## src/rtl/tl_pkg.sv

```systemverilog
// Shared encodings for the traffic-light lamp monitor: lamp bit positions,
// phase output encoding, fault codes and the checker FSM state type.
package tl_pkg;

   localparam int LAMP_R = 2;
   localparam int LAMP_Y = 1;
   localparam int LAMP_G = 0;

   localparam logic [2:0] LAMPS_RED    = 3'b100;
   localparam logic [2:0] LAMPS_YELLOW = 3'b010;
   localparam logic [2:0] LAMPS_GREEN  = 3'b001;

   localparam logic [1:0] PH_UNKNOWN = 2'b00;
   localparam logic [1:0] PH_RED     = 2'b01;
   localparam logic [1:0] PH_YELLOW  = 2'b10;
   localparam logic [1:0] PH_GREEN   = 2'b11;

   localparam logic [2:0] FC_NONE        = 3'd0;
   localparam logic [2:0] FC_MULTI_LAMP  = 3'd1;
   localparam logic [2:0] FC_DARK        = 3'd2;
   localparam logic [2:0] FC_BAD_SEQ     = 3'd3;
   localparam logic [2:0] FC_SHORT_DWELL = 3'd4;
   localparam logic [2:0] FC_LONG_DWELL  = 3'd5;

   typedef enum logic [2:0] {
      ST_INIT,
      ST_RED,
      ST_YELLOW,
      ST_GREEN,
      ST_FAULT
   } tl_state_e;

   // Non one-hot patterns map to ST_INIT; callers screen them out first.
   function automatic tl_state_e lamp_to_state(input logic [2:0] lamps);
      tl_state_e s;
      case (lamps)
         LAMPS_RED:    s = ST_RED;
         LAMPS_YELLOW: s = ST_YELLOW;
         LAMPS_GREEN:  s = ST_GREEN;
         default:      s = ST_INIT;
      endcase
      return s;
   endfunction

   function automatic logic [1:0] state_to_phase(input tl_state_e s);
      logic [1:0] p;
      case (s)
         ST_RED:    p = PH_RED;
         ST_YELLOW: p = PH_YELLOW;
         ST_GREEN:  p = PH_GREEN;
         default:   p = PH_UNKNOWN;
      endcase
      return p;
   endfunction

endpackage

```

## src/rtl/tl_dwell_timer.sv

```systemverilog
// Saturating per-phase dwell counter with minimum / maximum comparators.
// i_load restarts the count at i_load_val (1 on a normal phase entry).
module tl_dwell_timer #(
   parameter int CNT_W     = 8,
   parameter int MAX_DWELL = 64
) (
   input  logic             clk,
   input  logic             reset,
   input  logic             i_load,
   input  logic [CNT_W-1:0] i_load_val,
   input  logic [CNT_W-1:0] i_min,
   output logic             o_below_min,
   output logic             o_at_max
);

   localparam logic [CNT_W-1:0] MAX_C = CNT_W'(MAX_DWELL);

   logic [CNT_W-1:0] r_dwell;

   always_ff @(posedge clk or negedge reset) begin
      if (!reset) begin
         r_dwell <= '0;
      end else if (i_load) begin
         r_dwell <= i_load_val;
      end else if (r_dwell != '1) begin
         r_dwell <= r_dwell + 1'b1;
      end
   end

   assign o_below_min = (r_dwell < i_min);
   assign o_at_max    = (r_dwell >= MAX_C);

endmodule

```

## src/rtl/traffic_light_monitor.sv

```systemverilog
// Passive lamp-side checker for traffic_light: registers the lamps, tracks
// phase/dwell and latches the highest-priority violation as a sticky fault.
// Optional build macro TL_MON_AUTOCLEAR_EN: leave FAULT after MIN_RED clean red cycles.
module traffic_light_monitor
   import tl_pkg::*;
#(
   parameter int MIN_GREEN  = 4,
   parameter int YELLOW_MIN = 2,
   parameter int MIN_RED    = 4,
   parameter int MAX_DWELL  = 64,
   parameter int CNT_W      = 8
) (
   input  logic             clk,
   input  logic             reset,
   input  logic             red,
   input  logic             yellow,
   input  logic             green,
   input  logic             emergency,
   input  logic             clear_fault,
   output logic             fault,
   output logic [2:0]       fault_code,
   output logic [1:0]       phase,
   output logic [CNT_W-1:0] cycle_count
);

   localparam logic [CNT_W-1:0] MIN_G_C = CNT_W'(MIN_GREEN);
   localparam logic [CNT_W-1:0] MIN_Y_C = CNT_W'(YELLOW_MIN);
   localparam logic [CNT_W-1:0] MIN_R_C = CNT_W'(MIN_RED);
   localparam logic [CNT_W-1:0] ONE_C   = CNT_W'(1);

   logic [2:0]       r_lamp_q;
   logic             r_emerg_q;
   tl_state_e        r_state;
   logic             r_fault;
   logic [2:0]       r_fault_code;
   logic [CNT_W-1:0] r_cycle_count;

   tl_state_e        w_state_nxt;
   tl_state_e        w_lamp_state;
   logic             w_fault_nxt;
   logic [2:0]       w_code_nxt;
   logic [2:0]       w_viol;
   logic             w_cc_inc;
   logic             w_load;
   logic [CNT_W-1:0] w_load_val;
   logic [CNT_W-1:0] w_min;
   logic             w_below_min;
   logic             w_at_max;
   logic             w_multi;
   logic             w_dark;
   logic             w_legal;

   always_ff @(posedge clk or negedge reset) begin
      if (!reset) begin
         r_lamp_q  <= '0;
         r_emerg_q <= 1'b0;
      end else begin
         r_lamp_q[LAMP_R] <= red;
         r_lamp_q[LAMP_Y] <= yellow;
         r_lamp_q[LAMP_G] <= green;
         r_emerg_q        <= emergency;
      end
   end

   always_comb begin
      w_min = '0;
      case (r_state)
         ST_GREEN:  w_min = MIN_G_C;
         ST_YELLOW: w_min = MIN_Y_C;
         ST_RED:    w_min = MIN_R_C;
         default:   w_min = '0;
      endcase
   end

   tl_dwell_timer #(
      .CNT_W     (CNT_W),
      .MAX_DWELL (MAX_DWELL)
   ) u_dwell (
      .clk         (clk),
      .reset       (reset),
      .i_load      (w_load),
      .i_load_val  (w_load_val),
      .i_min       (w_min),
      .o_below_min (w_below_min),
      .o_at_max    (w_at_max)
   );

`ifdef TL_MON_AUTOCLEAR_EN
   localparam logic [CNT_W-1:0] CLEAN_LAST = CNT_W'(MIN_RED - 1);
   logic [CNT_W-1:0] r_clean;

   // Consecutive clean red-only samples seen while parked in FAULT.
   always_ff @(posedge clk or negedge reset) begin
      if (!reset) begin
         r_clean <= '0;
      end else if (r_state == ST_FAULT && r_lamp_q == LAMPS_RED && !clear_fault) begin
         r_clean <= r_clean + 1'b1;
      end else begin
         r_clean <= '0;
      end
   end
`endif

   always_comb begin
      w_multi      = ((r_lamp_q & (r_lamp_q - 3'b001)) != 3'b000);
      w_dark       = (r_lamp_q == 3'b000);
      w_lamp_state = lamp_to_state(r_lamp_q);
      w_legal      = (r_state == ST_GREEN  && w_lamp_state == ST_YELLOW) ||
                     (r_state == ST_YELLOW && w_lamp_state == ST_RED)    ||
                     (r_state == ST_RED    && w_lamp_state == ST_GREEN)  ||
                     (r_state == ST_GREEN  && w_lamp_state == ST_RED && r_emerg_q);
   end

   always_comb begin
      w_state_nxt = r_state;
      w_fault_nxt = r_fault;
      w_code_nxt  = r_fault_code;
      w_viol      = FC_NONE;
      w_cc_inc    = 1'b0;
      w_load      = 1'b0;
      w_load_val  = ONE_C;
      case (r_state)
         ST_INIT: begin
            if (w_multi) begin
               w_viol = FC_MULTI_LAMP;
            end else if (!w_dark) begin
               w_state_nxt = w_lamp_state;
               w_load      = 1'b1;
            end
         end
         ST_RED, ST_YELLOW, ST_GREEN: begin
            if (w_multi) begin
               w_viol = FC_MULTI_LAMP;
            end else if (w_dark) begin
               w_viol = FC_DARK;
            end else if (w_lamp_state == r_state) begin
               if (w_at_max && !(r_state == ST_RED && r_emerg_q))
                  w_viol = FC_LONG_DWELL;
            end else if (!w_legal) begin
               w_viol = FC_BAD_SEQ;
            end else if (w_below_min && !r_emerg_q) begin
               w_viol = FC_SHORT_DWELL;
            end else begin
               w_state_nxt = w_lamp_state;
               w_load      = 1'b1;
               w_cc_inc    = (r_state == ST_RED);
            end
         end
         default: begin
`ifdef TL_MON_AUTOCLEAR_EN
            if (r_lamp_q == LAMPS_RED && r_clean == CLEAN_LAST) begin
               w_state_nxt = ST_RED;
               w_fault_nxt = 1'b0;
               w_load      = 1'b1;
               w_load_val  = MIN_R_C;
            end
`endif
         end
      endcase
      if (w_viol != FC_NONE) begin
         w_state_nxt = ST_FAULT;
         w_fault_nxt = 1'b1;
         w_code_nxt  = w_viol;
      end
      // A clear in the same cycle as a new violation wins; a persisting one
      // is picked up again from INIT.
      if (clear_fault) begin
         w_state_nxt = ST_INIT;
         w_fault_nxt = 1'b0;
         w_code_nxt  = FC_NONE;
         w_cc_inc    = 1'b0;
      end
   end

   always_ff @(posedge clk or negedge reset) begin
      if (!reset) begin
         r_state       <= ST_INIT;
         r_fault       <= 1'b0;
         r_fault_code  <= FC_NONE;
         r_cycle_count <= '0;
      end else begin
         r_state      <= w_state_nxt;
         r_fault      <= w_fault_nxt;
         r_fault_code <= w_code_nxt;
         if (w_cc_inc)
            r_cycle_count <= r_cycle_count + 1'b1;
      end
   end

   always_comb begin
      phase       = state_to_phase(r_state);
      fault       = r_fault;
      fault_code  = r_fault_code;
      cycle_count = r_cycle_count;
   end

endmodule

```

## config.mk

```make
export PLATFORM = sky130hd
export DESIGN_NAME = traffic_light_monitor
export DESIGN_NICKNAME = d
export VERILOG_FILES = /design/src/rtl/tl_pkg.sv /design/src/rtl/tl_dwell_timer.sv /design/src/rtl/traffic_light_monitor.sv
export SDC_FILE = /design/constraint.sdc
export NUM_CORES = 1
export LEC_CHECK = 0
export CAP_MARGIN = 20
export CORE_AREA = 2 2 59 61
export CTS_BUF_LIST = sky130_fd_sc_hd__clkbuf_4 sky130_fd_sc_hd__clkbuf_8
export DETAILED_ROUTE_END_ITERATION = 10
export DIE_AREA = 0 0 61 63
export DONT_BUFFER_PORTS = 1
export SLEW_MARGIN = 20
export SYNTH_ARGS = -nofsm -noshare
export SYNTH_HDL_FRONTEND = slang
export SYNTH_SLANG_ARGS = --single-unit
```

## constraint.sdc

```tcl
create_clock -name clk -period 5.2 [get_ports clk]
set_input_delay 0 -clock clk [delete_from_list [all_inputs] [get_ports clk]]
set_output_delay 0 -clock clk [all_outputs]
set_load 0.02 [all_outputs]
```

==> metrics.cfg <==
[status]
status = completed

[cells_and_area]
nNetsFinal = 163
drive_gt1_share_pct = 7.24
final_core_util_pct = 50.8
seq_area_sq_um = 676
n_fill_cell = 309
multiInputGateArea_sq_um = 771
finalNonFillerCells = 198
n_antenna_cell = 0
syn_to_final_growth_pct = 7.81

[synthesis]
synth_most_common_cell = dfrtp_1
yosysTopAreaCellShare_pct = 44.4
async_flop_share_pct = 100
synthFlopType = dfrtp_1
synth_fp_nets = 158
syn_avg_cell_area_sq_um = 10.3
synth_edf_count = 0
synth_cell_types = 50
synth-seq-area-share_pct = 44.4
yosys-top-cells-count = dfrtp_1, nor2_1, xnor2_1
ys_ff_latch = 27
synth_area_sq_mm = 0.00152
synth_cells = 148
synth_area_leader_cell = dfrtp_1
yosys_warnings = 0
yosys-top-cells-area = dfrtp_1, xnor2_1, xor2_1, nor2_1, nand4_1

[floorplan]
die_h_um = 63
rows = 21
die_area_sq_mm = 0.00384
core-area_sq_mm = 0.00323
initial_core_util_pct = 47.1
io_pins = 21
die_w_um = 61

[grt]
antenna_found_initial = 0
track_usage_pct = 18.0
grt_pass1_wl_mm = 5.30
overflow = 0
grt_max_degree = 28
first_global_vias = 1123

[pwr]
irDropWorstVdd_mv = 0.181
p_switching_uw = 149
pwr-share-clk_pct = 20.2
p_seq_share_pct = 58.1
p_per_area_mw_per_mm2 = 279
p_int_uw = 310
p_sw_share_pct = 32.4
leakagePower_nw = 0.731
combPwrFrac_pct = 21.7

[sta]
setup_viol = 0
hold_viol_final = 0
worst_pin_slew_ns = 0.560
period_share_pct = 48.2
max_freq_mhz = 399
layout_setup_ws_ns = 2.69
hold_ws_ns = 0.0473
finalMaxSlewViolations = 0
maxSlewHeadroom_pct = 62.3
rsz0062_at_grt = false
final.setup.tns_ns = 0
fin_worst_skew_ns = 0.0105
period_minus_slack_ns = 2.51

[worst_setup_path]
startpoint_type = flop
worst_setup_path_end_kind = flop
path_max_fanout = 12
timing.rr.start = r_lamp_q[2]
reg2reg_depth = 6
cp.arrival_ns = 2.70
path_class = reg2reg
cp-startpoint = r_lamp_q[2]
r2r_slack_ns = 2.69
worst_ep_required_time_ns = 5.39

[drt]
drt-pass1-iter-count = 4
first_iter_violations = 92
totalWireLength_mm = 3.00
vias_per_cell = 5.69
vias = 1126
wl_per_cell_um = 15.2
ant_nets = 0
drc = 0

[clock_network]
cts-htree-levels = 1
cts_resized = 0
clk_pin_slew_ns = 0.14
cts_buffers = 3
post_cts_buffers = 0
clkSinkCount = 27
cts_tree = done
insertion_delay_ns = 0.32
clockRootBuffer = clkbuf_4
clock_path_buffers = 2

[place]
port_buffers = 0
place_ws_ns = 2.73
dp_hpwl_mm = 2.16
gp_congestion = 0.824
dp_cells = 187

[hold_path]
hold_start = clear_fault
min_path_type = in2reg
holdPathStages = 4

[flow_run]
max_cap_violations = 0

critical path: stages (launching register included):
cell and delay (ns):
dfrtp_1 0.65, maj3_1 0.34, a32oi_1 0.10, o22a_1 0.27, or4_4 0.51, a2111oi_2 0.37
o32ai_1 0.14
logic make-up (layout without fill, tap and decap cells):
logic type	Yosys count	after routing	share of synthesized area, %
and+or+nand+nor	52	52	20.8
AOI/OAI and AO/OA	34	34	16.7
DFF	27	27	44.4
xor gates and xnor gates	15	15	8.64
buffers and inverters	14	18	4.93
adders and majority gates	4	4	3.13
muxes	2	2	1.40
worst paths after layout:
kind | end
min | cycle_count[2]
min reg2reg | u_dwell.r_dwell[5]
max in group asynchronous | cycle_count[1]
min in group asynchronous | r_lamp_q[0]
max reg2reg | fault_code[0]
max | fault_code[0]
layout by cell type (no fill, tap or decap), types with 6 or more instances in the layout:
cell type	instances
inv_1	7
dlygate4sd3_1	6
xnor2_1	9
a21oi_1	6
nand4_1	7
xor2_1	6
dfrtp_1	27
nor2_1	13
o21ai_0	6
state kept, by name, indices dropped and copies added, names as in the netlist:
| signal | flops |
|---|---|
| fault_code | 3 |
| r_emerg_q | 1 |
| cycle_count | 8 |
| fault | 1 |
| u_dwell.r_dwell | 8 |
| r_lamp_q | 3 |
| r_state | 3 |
per-stage QoR:
step | total power, mW | cell area, sq um
2_1_floorplan | 0.339 | 1520
3_3_place_gp | 0.354 | 1530
3_5_place_dp | 0.358 | 1530
4_1_cts | 0.463 | 1640
5_1_grt | 0.491 | 1640
6_report | 0.458 | 1640
layout make-up:
class / instances / share of cell area [%]
repair buffers: 7 / 4.88
well taps: 46 / 3.51
multi-input cells: 107 / 47.0
inverters: 7 / 1.60
flip-flops and latches: 27 / 41.2
clock buffers: 4 / 1.83
routing by layer:
layer  wire length, um  track usage, %  vias up
met5                 0               0        -
met4                20            4.89        0
met3                79            2.90        2
met2              1500            27.3       17
met1              1400            26.4      557
li1                  -               -      550
timing repair:
action | in CTS | in global routing
hold endpoints to repair | 38 | 0
endpoints found under the setup margin | 0 | 0
hold buffers | 7 | 0
power by group through the flow:
stage	clock (mW)	combinational (mW)	sequential, mW
global route	0.108	0.114	0.270
detailed placement	0	0.0882	0.270
CTS	0.0973	0.0997	0.266
finish	0.0927	0.0993	0.266
floorplan	0	0.0819	0.257
global placement	0	0.0855	0.269
Power figures use the tool's default switching activity.
